==> config.mk <==
export PLATFORM = sky130hd
export DESIGN_NAME = spi_cfg_sequencer
export DESIGN_NICKNAME = d
export VERILOG_FILES = /design/src/rtl/spi_cfg_sequencer_pkg.sv /design/src/rtl/spi_cfg_sequencer_gap_timer.sv /design/src/rtl/spi_cfg_sequencer.sv
export SDC_FILE = /design/constraint.sdc
export NUM_CORES = 1
export LEC_CHECK = 0
export ABC_AREA = 1
export CAP_MARGIN = 15
export CORE_ASPECT_RATIO = 1.25
export CORE_MARGIN = 1
export CORE_UTILIZATION = 41
export DETAILED_ROUTE_END_ITERATION = 6
export PLACE_DENSITY = 0.88
export SLEW_MARGIN = 25
export SYNTH_ARGS = -nofsm -noshare
export SYNTH_HDL_FRONTEND = slang
export SYNTH_HIERARCHICAL = 1
export SYNTH_SLANG_ARGS = --single-unit
==> constraint.sdc <==
create_clock -name clk -period 1.9 [get_ports clk]
set_input_delay 0.475 -clock clk [delete_from_list [all_inputs] [get_ports clk]]
set_output_delay 0.475 -clock clk [all_outputs]
set_load 0.02 [all_outputs]
==> src/rtl/spi_cfg_sequencer_pkg.sv <==
// Shared definitions for the SPI configuration sequencer: table entry layout,
// flag bit positions, error codes and FSM state encoding.
// Latency: n/a (types and constants only). Backpressure: n/a.
// Ports: none.
package spi_cfg_sequencer_pkg;

   // Table entry layout, MSB first: {wbits, rbits, flags, expect, data}.
   typedef struct packed {
      logic [7:0]  wbits;
      logic [7:0]  rbits;
      logic [7:0]  flags;
      logic [7:0]  exp_val;
      logic [31:0] data;
   } entry_t;

   localparam int ENTRY_W     = $bits(entry_t);
   localparam int FLAG_VERIFY = 0;
   localparam int FLAG_LAST   = 1;
   localparam int MAX_BITS    = 32;

   typedef enum logic [1:0] {
      ERR_NONE    = 2'd0,
      ERR_VERIFY  = 2'd1,
      ERR_LENGTH  = 2'd2,
      ERR_OVERRUN = 2'd3
   } err_code_e;

   typedef enum logic [3:0] {
      S_IDLE      = 4'd0,
      S_FETCH     = 4'd1,
      S_WAIT_TBL  = 4'd2,
      S_ISSUE     = 4'd3,
      S_WAIT_BUSY = 4'd4,
      S_WAIT_DONE = 4'd5,
      S_CHECK     = 4'd6,
      S_GAP       = 4'd7,
      S_DONE      = 4'd8,
      S_ERROR     = 4'd9
   } state_e;

   // Total frame length is formed 9 bits wide so 255+255 cannot wrap into range.
   function automatic logic len_legal(input logic [7:0] wbits, input logic [7:0] rbits);
      logic [8:0] len;
      len = {1'b0, wbits} + {1'b0, rbits};
      return (len != 9'd0) && (len <= 9'(MAX_BITS));
   endfunction

endpackage

==> src/rtl/spi_cfg_sequencer_gap_timer.sv <==
// Down-counter that times the idle gap (CS high) between SPI transactions.
// Latency: expired asserts in the load_val-th enabled cycle after load.
// Backpressure: none; counts every cycle en is high.
// Ports: clk, reset (async active-low), load/load_val (arm), en (count), expired.
module spi_cfg_sequencer_gap_timer #(
   parameter int CNT_W = 5
) (
   input  logic             clk,
   input  logic             reset,
   input  logic             load,
   input  logic [CNT_W-1:0] load_val,
   input  logic             en,
   output logic             expired
);

   logic [CNT_W-1:0] cnt;

   always_ff @(posedge clk or negedge reset) begin
      if (!reset) begin
         cnt <= '0;
      end else if (load) begin
         cnt <= load_val;
      end else if (en && (cnt != '0)) begin
         cnt <= cnt - 1'b1;
      end
   end

   // The last counted cycle is the one that sees 1, so the gap lasts load_val cycles.
   assign expired = en && (cnt <= CNT_W'(1));

endmodule

==> src/rtl/spi_cfg_sequencer.sv <==
// Walks a table of pre-formatted SPI transactions, issues each, optionally verifies readback.
// Latency: start to first spi_request is 3 clk when spi_busy is low; GAP_CYCLES idle between.
// Backpressure: holds each request in ISSUE until spi_busy is low; abort only acts between transactions.
// Ports: clk/reset; start/abort control; tbl_addr/tbl_rd/tbl_entry table port;
//        spi_* request side; readback/readback_valid; running/done/error/err_addr/err_code status.
module spi_cfg_sequencer
   import spi_cfg_sequencer_pkg::*;
#(
   parameter int ADDR_W     = 6,
   parameter int GAP_CYCLES = 16
) (
   input  logic              clk,
   input  logic              reset,
   input  logic              start,
   input  logic              abort,
   output logic [ADDR_W-1:0] tbl_addr,
   output logic              tbl_rd,
   input  logic [63:0]       tbl_entry,
   output logic [31:0]       spi_data_out,
   output logic [7:0]        spi_write_bits,
   output logic [7:0]        spi_read_bits,
   output logic              spi_request,
   input  logic              spi_busy,
   input  logic [31:0]       spi_data_in,
   output logic [31:0]       readback,
   output logic              readback_valid,
   output logic              running,
   output logic              done,
   output logic              error,
   output logic [ADDR_W-1:0] err_addr,
   output logic [1:0]        err_code
);

   localparam int GAP_W = (GAP_CYCLES < 2) ? 1 : $clog2(GAP_CYCLES + 1);

   state_e    state, state_n;
   entry_t    ent;
   logic      cur_verify, cur_last;
   logic [7:0] cur_exp;
   logic      abort_pend, abort_hit;
   logic      run_start, ld_entry, cap_rb, set_err, addr_inc;
   err_code_e err_val;
   logic      gap_load, gap_en, gap_expired;
   logic [5:0] unused_flags;

   assign ent          = entry_t'(tbl_entry);
   assign unused_flags = ent.flags[7:2];

   // A fresh abort pulse counts as much as a latched one wherever abort is acted on.
   assign abort_hit = abort | abort_pend;

   assign running = !(state inside {S_IDLE, S_DONE, S_ERROR});
   assign done    = (state == S_DONE);
   assign error   = (state == S_ERROR);

   always_ff @(posedge clk or negedge reset) begin
      if (!reset) begin
         state <= S_IDLE;
      end else begin
         state <= state_n;
      end
   end

   always_comb begin
      state_n     = state;
      tbl_rd      = 1'b0;
      spi_request = 1'b0;
      run_start   = 1'b0;
      ld_entry    = 1'b0;
      cap_rb      = 1'b0;
      set_err     = 1'b0;
      err_val     = ERR_NONE;
      addr_inc    = 1'b0;
      gap_load    = 1'b0;
      gap_en      = 1'b0;
      case (state)
         S_IDLE, S_DONE, S_ERROR: begin
            if (start && !abort) begin
               run_start = 1'b1;
               state_n   = S_FETCH;
            end
         end
         S_FETCH: begin
            tbl_rd  = 1'b1;
            state_n = S_WAIT_TBL;
         end
         S_WAIT_TBL: begin
            if (!len_legal(ent.wbits, ent.rbits)) begin
               set_err = 1'b1;
               err_val = ERR_LENGTH;
               state_n = S_ERROR;
            end else begin
               ld_entry = 1'b1;
               state_n  = S_ISSUE;
            end
         end
         S_ISSUE: begin
            if (abort_hit) begin
               state_n = S_IDLE;
            end else if (!spi_busy) begin
               spi_request = 1'b1;
               state_n     = S_WAIT_BUSY;
            end
         end
         S_WAIT_BUSY: begin
            // The SPI interface raises busy the cycle after accepting the request.
            state_n = S_WAIT_DONE;
         end
         S_WAIT_DONE: begin
            if (!spi_busy) begin
               cap_rb  = 1'b1;
               state_n = S_CHECK;
            end
         end
         S_CHECK: begin
            if (cur_verify && (readback[7:0] != cur_exp)) begin
               set_err = 1'b1;
               err_val = ERR_VERIFY;
               state_n = S_ERROR;
            end else if (abort_hit) begin
               state_n = S_IDLE;
            end else if (cur_last) begin
               state_n = S_DONE;
            end else if (&tbl_addr) begin
               set_err = 1'b1;
               err_val = ERR_OVERRUN;
               state_n = S_ERROR;
            end else begin
               addr_inc = 1'b1;
               if (GAP_CYCLES == 0) begin
                  state_n = S_FETCH;
               end else begin
                  gap_load = 1'b1;
                  state_n  = S_GAP;
               end
            end
         end
         S_GAP: begin
            gap_en = 1'b1;
            if (abort_hit) begin
               state_n = S_IDLE;
            end else if (gap_expired) begin
               state_n = S_FETCH;
            end
         end
         default: state_n = S_IDLE;
      endcase
   end

   always_ff @(posedge clk or negedge reset) begin
      if (!reset) begin
         tbl_addr       <= '0;
         abort_pend     <= 1'b0;
         spi_data_out   <= '0;
         spi_write_bits <= '0;
         spi_read_bits  <= '0;
         cur_verify     <= 1'b0;
         cur_last       <= 1'b0;
         cur_exp        <= '0;
         readback       <= '0;
         readback_valid <= 1'b0;
         err_addr       <= '0;
         err_code       <= ERR_NONE;
      end else begin
         readback_valid <= cap_rb;

         if (run_start) begin
            tbl_addr <= '0;
         end else if (addr_inc) begin
            tbl_addr <= tbl_addr + 1'b1;
         end

         // Pending abort only lives while a sequence is in flight.
         if (state_n inside {S_IDLE, S_DONE, S_ERROR}) begin
            abort_pend <= 1'b0;
         end else if (abort && !run_start) begin
            abort_pend <= 1'b1;
         end

         // Request fields stay frozen from ISSUE until the next entry is loaded.
         if (ld_entry) begin
            spi_data_out   <= ent.data;
            spi_write_bits <= ent.wbits;
            spi_read_bits  <= ent.rbits;
            cur_verify     <= ent.flags[FLAG_VERIFY];
            cur_last       <= ent.flags[FLAG_LAST];
            cur_exp        <= ent.exp_val;
         end

         if (cap_rb) begin
            readback <= spi_data_in;
         end

         if (run_start) begin
            err_addr <= '0;
            err_code <= ERR_NONE;
         end else if (set_err) begin
            err_addr <= tbl_addr;
            err_code <= err_val;
         end
      end
   end

   spi_cfg_sequencer_gap_timer #(
      .CNT_W (GAP_W)
   ) u_gap_timer (
      .clk      (clk),
      .reset    (reset),
      .load     (gap_load),
      .load_val (GAP_W'(GAP_CYCLES)),
      .en       (gap_en),
      .expired  (gap_expired)
   );

endmodule

Yosys cells after proc, flatten, opt, wreduce, memory -nomap -nowiden
Index checks and enable logic that the tools add are counted.
{ "word_totals": {"ff_bits": 115, "latchBits": 0, "ram_bits": 0, "rom_bits": 0, "out_inout_bits": 100, "n_memories": 0} }
{ "classes": {"addsub": 3, "n_mul": 0, "n_div": 0, "n_lt_le_gt_ge": 2, "n_eq_ne": 12, "shifts": 0, "mux": 49, "bitwise": 1, "reduce_logical": 21} }
{ "ops": {"columns": ["operator", "n"], "rows": [
  ["4-bit two-way mux", 11],
  ["4-bit case mux with 8 select lines", 1],
  ["6-bit two-way mux", 4],
  ["1-bit two-way mux", 22],
  ["4-bit by 3-bit equality test with 1-bit output (second input constant)", 4],
  ["4-bit equality test (second input constant)", 4],
  ["2-bit two-way mux", 7],
  ["5-bit two-way mux", 2],
  ["8-bit by 8-bit adder with 9-bit output", 1],
  ["9-bit by 6-bit less-or-equal comparator with 1-bit output (second input constant)", 1],
  ["9-bit nonzero test", 1],
  ["4-bit by 2-bit equality test with 1-bit output (second input constant)", 2],
  ["4-bit zero test", 2],
  ["8-bit != test", 1],
  ["2-bit nonzero test", 4],
  ["6-bit by 1-bit adder with 6-bit output (second input constant)", 1],
  ["1-bit logical AND", 6],
  ["6-bit AND reduction", 1],
  ["3-bit nonzero test", 2],
  ["5-bit by 1-bit less-or-equal comparator with 1-bit output (second input constant)", 1],
  ["5-bit nonzero test", 1],
  ["5-bit by 1-bit subtractor with 5-bit output (second input constant)", 1],
  ["4-bit by 1-bit equality test with 1-bit output (second input constant)", 1],
  ["2-bit case mux with 2 select lines", 1],
  ["other kinds (4)", 6]
]} }

Depth between registers and ports, before layout
Gate-level depths: netlist (run 1).
{ "logic_depth": {"word_depth": 9, "depth_mapped": 16} }

By module
Netlist (run 1), hierarchy kept.
{ "by_module_without_submodules": {"columns": ["module", "instances", "cells_each", "area_per_inst_um2", "seq_area_each_um2"], "rows": [
  ["spi_cfg_sequencer", 1, 630, 5139.9, 2752.6],
  ["spi_cfg_sequencer_gap_timer", 1, 51, 355.3, 125.1]
]} }

Worst setup path after synthesis (run 1)
No wires, ideal clock.
{ "synth_path": {"path_type": "input -> register", "start": "input tbl_entry[48]", "end": "register spi_data_out[10]", "setup_ns": 0.130, "t_arrival_ns": 2.244, "t_required_ns": 1.770, "path_slack_ns": -0.474, "path_stages": 13, "path_buffers": 2, "path_cell_list": "ha_1 > fa_1 > or2_1 > nor2_1 > nand3_1 > nor2_1 > nand2_1 > nand2_2 > nand4_4 > buf_6 > buf_6 > nand2_1 > o21ai_1"} }
{ "synth_via": {"elab_chain_len": 5, "elab_cells_between_ends": 6, "cone_classes": "1 x add/sub; 1 x order compare; 2 x mux; 2 x reduce/logical"} }
{ "synth_lines": {"columns": ["item", "line", "rtl"], "rows": [
  ["from (decl)", "spi_cfg_sequencer.sv:18", "input logic [63:0] tbl_entry,"],
  ["8-bit by 8-bit adder with 9-bit output (*)", "spi_cfg_sequencer_pkg.sv:44", "len = {1'b0, wbits} + {1'b0, rbits};"],
  ["9-bit by 6-bit less-or-equal comparator with 1-bit output or 9-bit nonzero test (tied branches)", "spi_cfg_sequencer_pkg.sv:45", "return (len != 9'd0) && (len <= 9'(MAX_BITS));"],
  ["1-bit logical AND (*)", "spi_cfg_sequencer_pkg.sv:45", null],
  ["1-bit two-way mux (*)", "spi_cfg_sequencer.sv:88", "if (!len_legal(ent.wbits, ent.rbits)) begin"],
  ["1-bit two-way mux (*)", "spi_cfg_sequencer.sv:76", "case (state)"],
  ["to (signal assigned)", "spi_cfg_sequencer.sv:182", "spi_data_out <= ent.data;"],
  ["to (decl)", "spi_cfg_sequencer.sv:19", "output logic [31:0] spi_data_out,"]
]} }
Mark *: on every way between the ends. The rest lies on a longest branch, timed or not.
A chain may end at the register's enable or synchronous reset.

Worst setup path in the final report (run 1)
{ "layout_path": {"start": "register state[3]", "end": "register err_addr[4]"} }
{ "layout_via": {"elab_chain_len": 4, "elab_cells_between_ends": 10, "cone_classes": "4 x eq/ne; 3 x mux; 3 x reduce/logical"} }
{ "layout_lines": {"columns": ["item", "line", "rtl"], "rows": [
  ["from (decl)", "spi_cfg_sequencer.sv:36", "state_e state, state_n;"],
  ["from (signal assigned)", "spi_cfg_sequencer.sv:60", "state <= state_n;"],
  ["4-bit equality test or 4-bit zero test (tied branches)", "spi_cfg_sequencer.sv:76", null],
  ["3-bit OR reduction", "spi_cfg_sequencer.sv:76", null],
  ["1-bit two-way mux", "spi_cfg_sequencer.sv:76", null],
  ["6-bit two-way mux or 2-bit nonzero test (tied branches)", null, null],
  ["to (signal assigned)", "spi_cfg_sequencer.sv:198", "err_addr <= tbl_addr;"],
  ["to (decl)", "spi_cfg_sequencer.sv:30", "output logic [ADDR_W-1:0] err_addr,"]
]} }
Several ways; a longest one is shown, not always the timed one.

==> results.py, run 1 <==
metrics = {
    "logic_synthesis": {
        "synth_seq_area_share_pct": 52.37,
        "synth_edf_count": 0,
        "async_flop_share_pct": 100.0,
        "synthesis.area_mm2": 0.005495,
        "synth_cells": 681,
        "ys.flop_type": "dfrtp_1",
        "yosysWarnings": 6,
        "synth.avg_cell_area_um2": 8.069,
        "ys_types": 39,
        "ys_seq_elements": 115,
    },
    "global_route": {
        "gr-total-overflow": 0,
        "grt_pass1_vias": 5457,
        "gr-max-usage-layer": "met2",
        "grt_antenna_before_repair": 0,
        "use_met1_pct": 25.17,
        "grt_usage_pct": 23.78,
        "grt_max_degree": 116,
        "grt_pass1_wl_um": 25960,
        "met2_usage_pct": 43.53,
        "grt.met3_usage_pct": 5.208,
    },
    "placed_design": {
        "dp_hpwl_um": 10730,
        "io_buffers": 194,
        "gp_congestion": 0.8889,
    },
    "timing": {
        "relSlewSlack_pct": 57.65,
        "fmax_mhz": 475.8,
        "finalHoldViolations": 0,
        "rsz0062_at_grt": "yes",
        "finalCriticalPeriod_ps": 2102,
        "setup_slack_ps": -201.8,
        "timing.final.crit_share_pct": 110.6,
        "maxSlewViolCount": 0,
        "worst_slew_pin_slew_ps": 635.2,
        "tns_ps": -10230,
        "final-setup-viol-count": 71,
        "clock_skew_ps": 10.58,
    },
    "worst_setup_path": {
        "end_kind": "register",
        "crit_fanout": 5,
        "critical_path.max_stage_delay_ps": 390,
        "critical_path_class": "reg2reg",
        "start_kind": "register",
        "r2r_start": "state[3]",
        "arrival_ps": 2450,
        "cp_cell_sequence": "buf_6 > nor2_4 > inv_2 > buf_6 > nor3_4 > nand3_2 > nor4_2 > nor2_2 > nand2_8 > buf_4 > nand2_1 > nand2_1",
        "cp.required_ps": 2240,
        "critical-path-top-delay-family": "simple AND/OR/NAND/NOR gates",
        "worst_r2r_path_depth": 12,
        "worstReg2RegEnd": "err_addr[4]",
        "r2r_slack_ps": -200,
        "cp_slowest_cell": "dfrtp_1",
        "path_buf_inv": 4,
    },
    "clock_tree": {
        "cts_tree": "yes",
        "htreeDepth": 4,
        "hold_buffers": 0,
        "cts.sinks": 115,
        "cts_root_buffer": "clkbuf_16",
        "clock_path_buffers": 2,
        "clkLatencyLatePin_ps": 400,
        "cts_buffers": 17,
        "clk_pin_slew_worst_paths_ps": 60,
    },
    "routing": {
        "vias": 5438,
        "wl_um": 16370,
        "drt-initial-drc-count": 290,
        "detail-route-antenna-nets": 0,
        "routedWlPerCell_um": 14.58,
        "vias_per_cell": 4.842,
        "drc": 0,
        "drt_pass1_iterations": 6,
    },
    "cells_and_area": {
        "fillers": 937,
        "syn2layout_area_growth_pct": 64.98,
        "multiInputGateArea_mm2": 0.002430,
        "final_nets": 1056,
        "n_antenna_cell": 0,
        "layout_common_cells": "nand2_1 (231), clkdlybuf4s50_1 (152), dfrtp_1 (114)",
        "layout_commonest_cell": "nand2_1",
        "regArea_mm2": 0.002879,
        "drive_above_1_share_pct": 18.43,
    },
    "power": {
        "pwr_density_cell_mw_per_mm2": 1444,
        "clockPowerShare_pct": 26.6,
        "vdd.ir_drop.worst_uv": 821.2,
        "p_sw_mw": 4.650,
        "p_comb_share_pct": 42.4,
        "swShare_pct": 35.53,
        "p_seq_share_pct": 31.1,
        "p_total_mw": 13.09,
        "power_leakage_nw": 4.723,
        "cellInternalPower_mw": 8.437,
    },
    "floorplan": {
        "rows": 46,
        "core_area_mm2": 0.01289,
        "io_pins": 201,
        "start_util_pct": 42.62,
        "die_area_mm2": 0.01387,
        "die_h_um": 131.4,
        "die_width_um": 105.6,
    },
    "worst_hold_path": {
        "hp-class": "in2async",
    },
    "job": {
        "drv_cap": 0,
    },
    "status": {
        "violations": "negative setup slack",
        "status": "finished with violations",
    },
}
-- registers in the layout, indices dropped and copies added, names as in the netlist, 5 cells and up --
register / cells
cur_exp: 8
err_addr: 6
spi_write_bits: 8
readback: 32
u_gap_timer/cnt: 5
spi_data_out: 32
spi_read_bits: 8
tbl_addr: 6
-- worst reg2reg max path, delay by kind of cell, from the launching register on --
family / cells / cell delay [ps]
flip-flops: 1 / 390
buffers and inverters: 4 / 440
AND/OR/NAND/NOR: 8 / 1200
-- area by class of cell --
class	instances	share of cell area, %
flip-flops and latches	115	31.76
repair buffers	258	27.44
multi-input cells	443	26.80
clock buffers	22	5.120
inverters	108	4.609
well taps	168	2.319
clock inverters	9	1.960
-- Yosys cell counts, types with 3 or more instances --
library cell	number	area, um^2
nand2_1	246	923.4
dfrtp_1	115	2878
inv_1	99	371.6
o21ai_0	34	170.2
o21ai_1	33	165.2
nor2_1	27	101.4
nand3_1	25	125.1
clkbuf_1	12	45.04
ha_1	11	137.6
a21oi_1	9	45.04
inv_2	9	33.78
nand4_1	7	43.79
nor3_1	7	35.03
nand2_2	5	31.28
buf_6	4	45.04
xor2_1	4	35.03
nor4_1	3	18.77
xnor2_1	3	26.28
-- power by group through the flow --
stage / registers, mW / logic, mW / clock network [mW]
finish: 4.07 / 5.54 / 3.48
global route: 4.20 / 5.92 / 3.64
CTS: 4.04 / 5.23 / 3.51
detailed placement: 4.06 / 5.16 / 0
global placement: 4.03 / 5.03 / 0
floorplan: 5.07 / 1.42 / 0
-- logic make-up (layout without fill, tap and decap cells) --
kind of cell	after synthesis	after routing	share of synthesized area, %
and+or+nand+nor	337	337	26.57
buffers and inverters	126	397	9.198
DFF	115	115	52.37
AOI/OAI and AO/OA	82	82	7.742
adders and majority gates	12	12	2.869
xor gates and xnor gates	7	7	1.116
other	2	5	0.1367
-- through the flow --
| stage | setup slack (ps) | cells | cell area [um^2] | hold slack (ps) | utilization (%) |
|---|---|---|---|---|---|
| 6_report | -201.8 | 1123 | 9066 | 150.7 | 70.32 |
| 5_1_grt | -333.8 | 1123 | 9066 | 174.3 | 70.32 |
| 4_1_cts | -222.0 | 1111 | 8770 | 187.3 | 68.02 |
| 3_5_place_dp | -1149 | 1077 | 7995 | 457.6 | 62.01 |
| 2_1_floorplan | -374.7 | 684 | 5533 | 179.4 | - |
| 3_3_place_gp | -1053 | 1077 | 7995 | 452.6 | 62.01 |
-- worst max path at each step --
stage / start / endpoint / slack, ps / cells past startpoint
2_1_floorplan: tbl_entry[48] / spi_data_out[10] / -370 / 13
3_3_place_gp: tbl_entry[48] / err_addr[2] / -1050 / 15
3_5_place_dp: tbl_entry[56] / err_addr[4] / -1150 / 16
4_1_cts: tbl_entry[56] / err_addr[1] / -220 / 15
5_1_grt: tbl_entry[56] / spi_read_bits[6] / -330 / 13
6_report: state[3] / err_addr[4] / -200 / 12
-- per-layer routing --
metal  wire length, um  up-vias
met5                 0        -
met4               687        0
met3               704       53
met2              9074      165
met1              5906     2579
li1                  -     2641
-- what timing repair did --
| action | in CTS | in global routing |
|---|---|---|
| cloned | 0 | 0 |
| buffers inserted | 3 | 12 |
| pin swaps | 21 | 21 |
| resized for setup | 102 | 68 |
| setup endpoints to repair | 96 | 92 |
Note: power is estimated with default switching activity, not from simulation.
==> run 2: changes to the inputs <==
--- a/config.mk
+++ b/config.mk
@@ -12,7 +12,6 @@
 export CORE_UTILIZATION = 41
 export DETAILED_ROUTE_END_ITERATION = 6
 export PLACE_DENSITY = 0.88
-export SLEW_MARGIN = 25
 export SYNTH_ARGS = -nofsm -noshare
 export SYNTH_HDL_FRONTEND = slang
 export SYNTH_HIERARCHICAL = 1
==> results of run 2 <==
Final layout, timing and power as in run 1 (identical DEF).
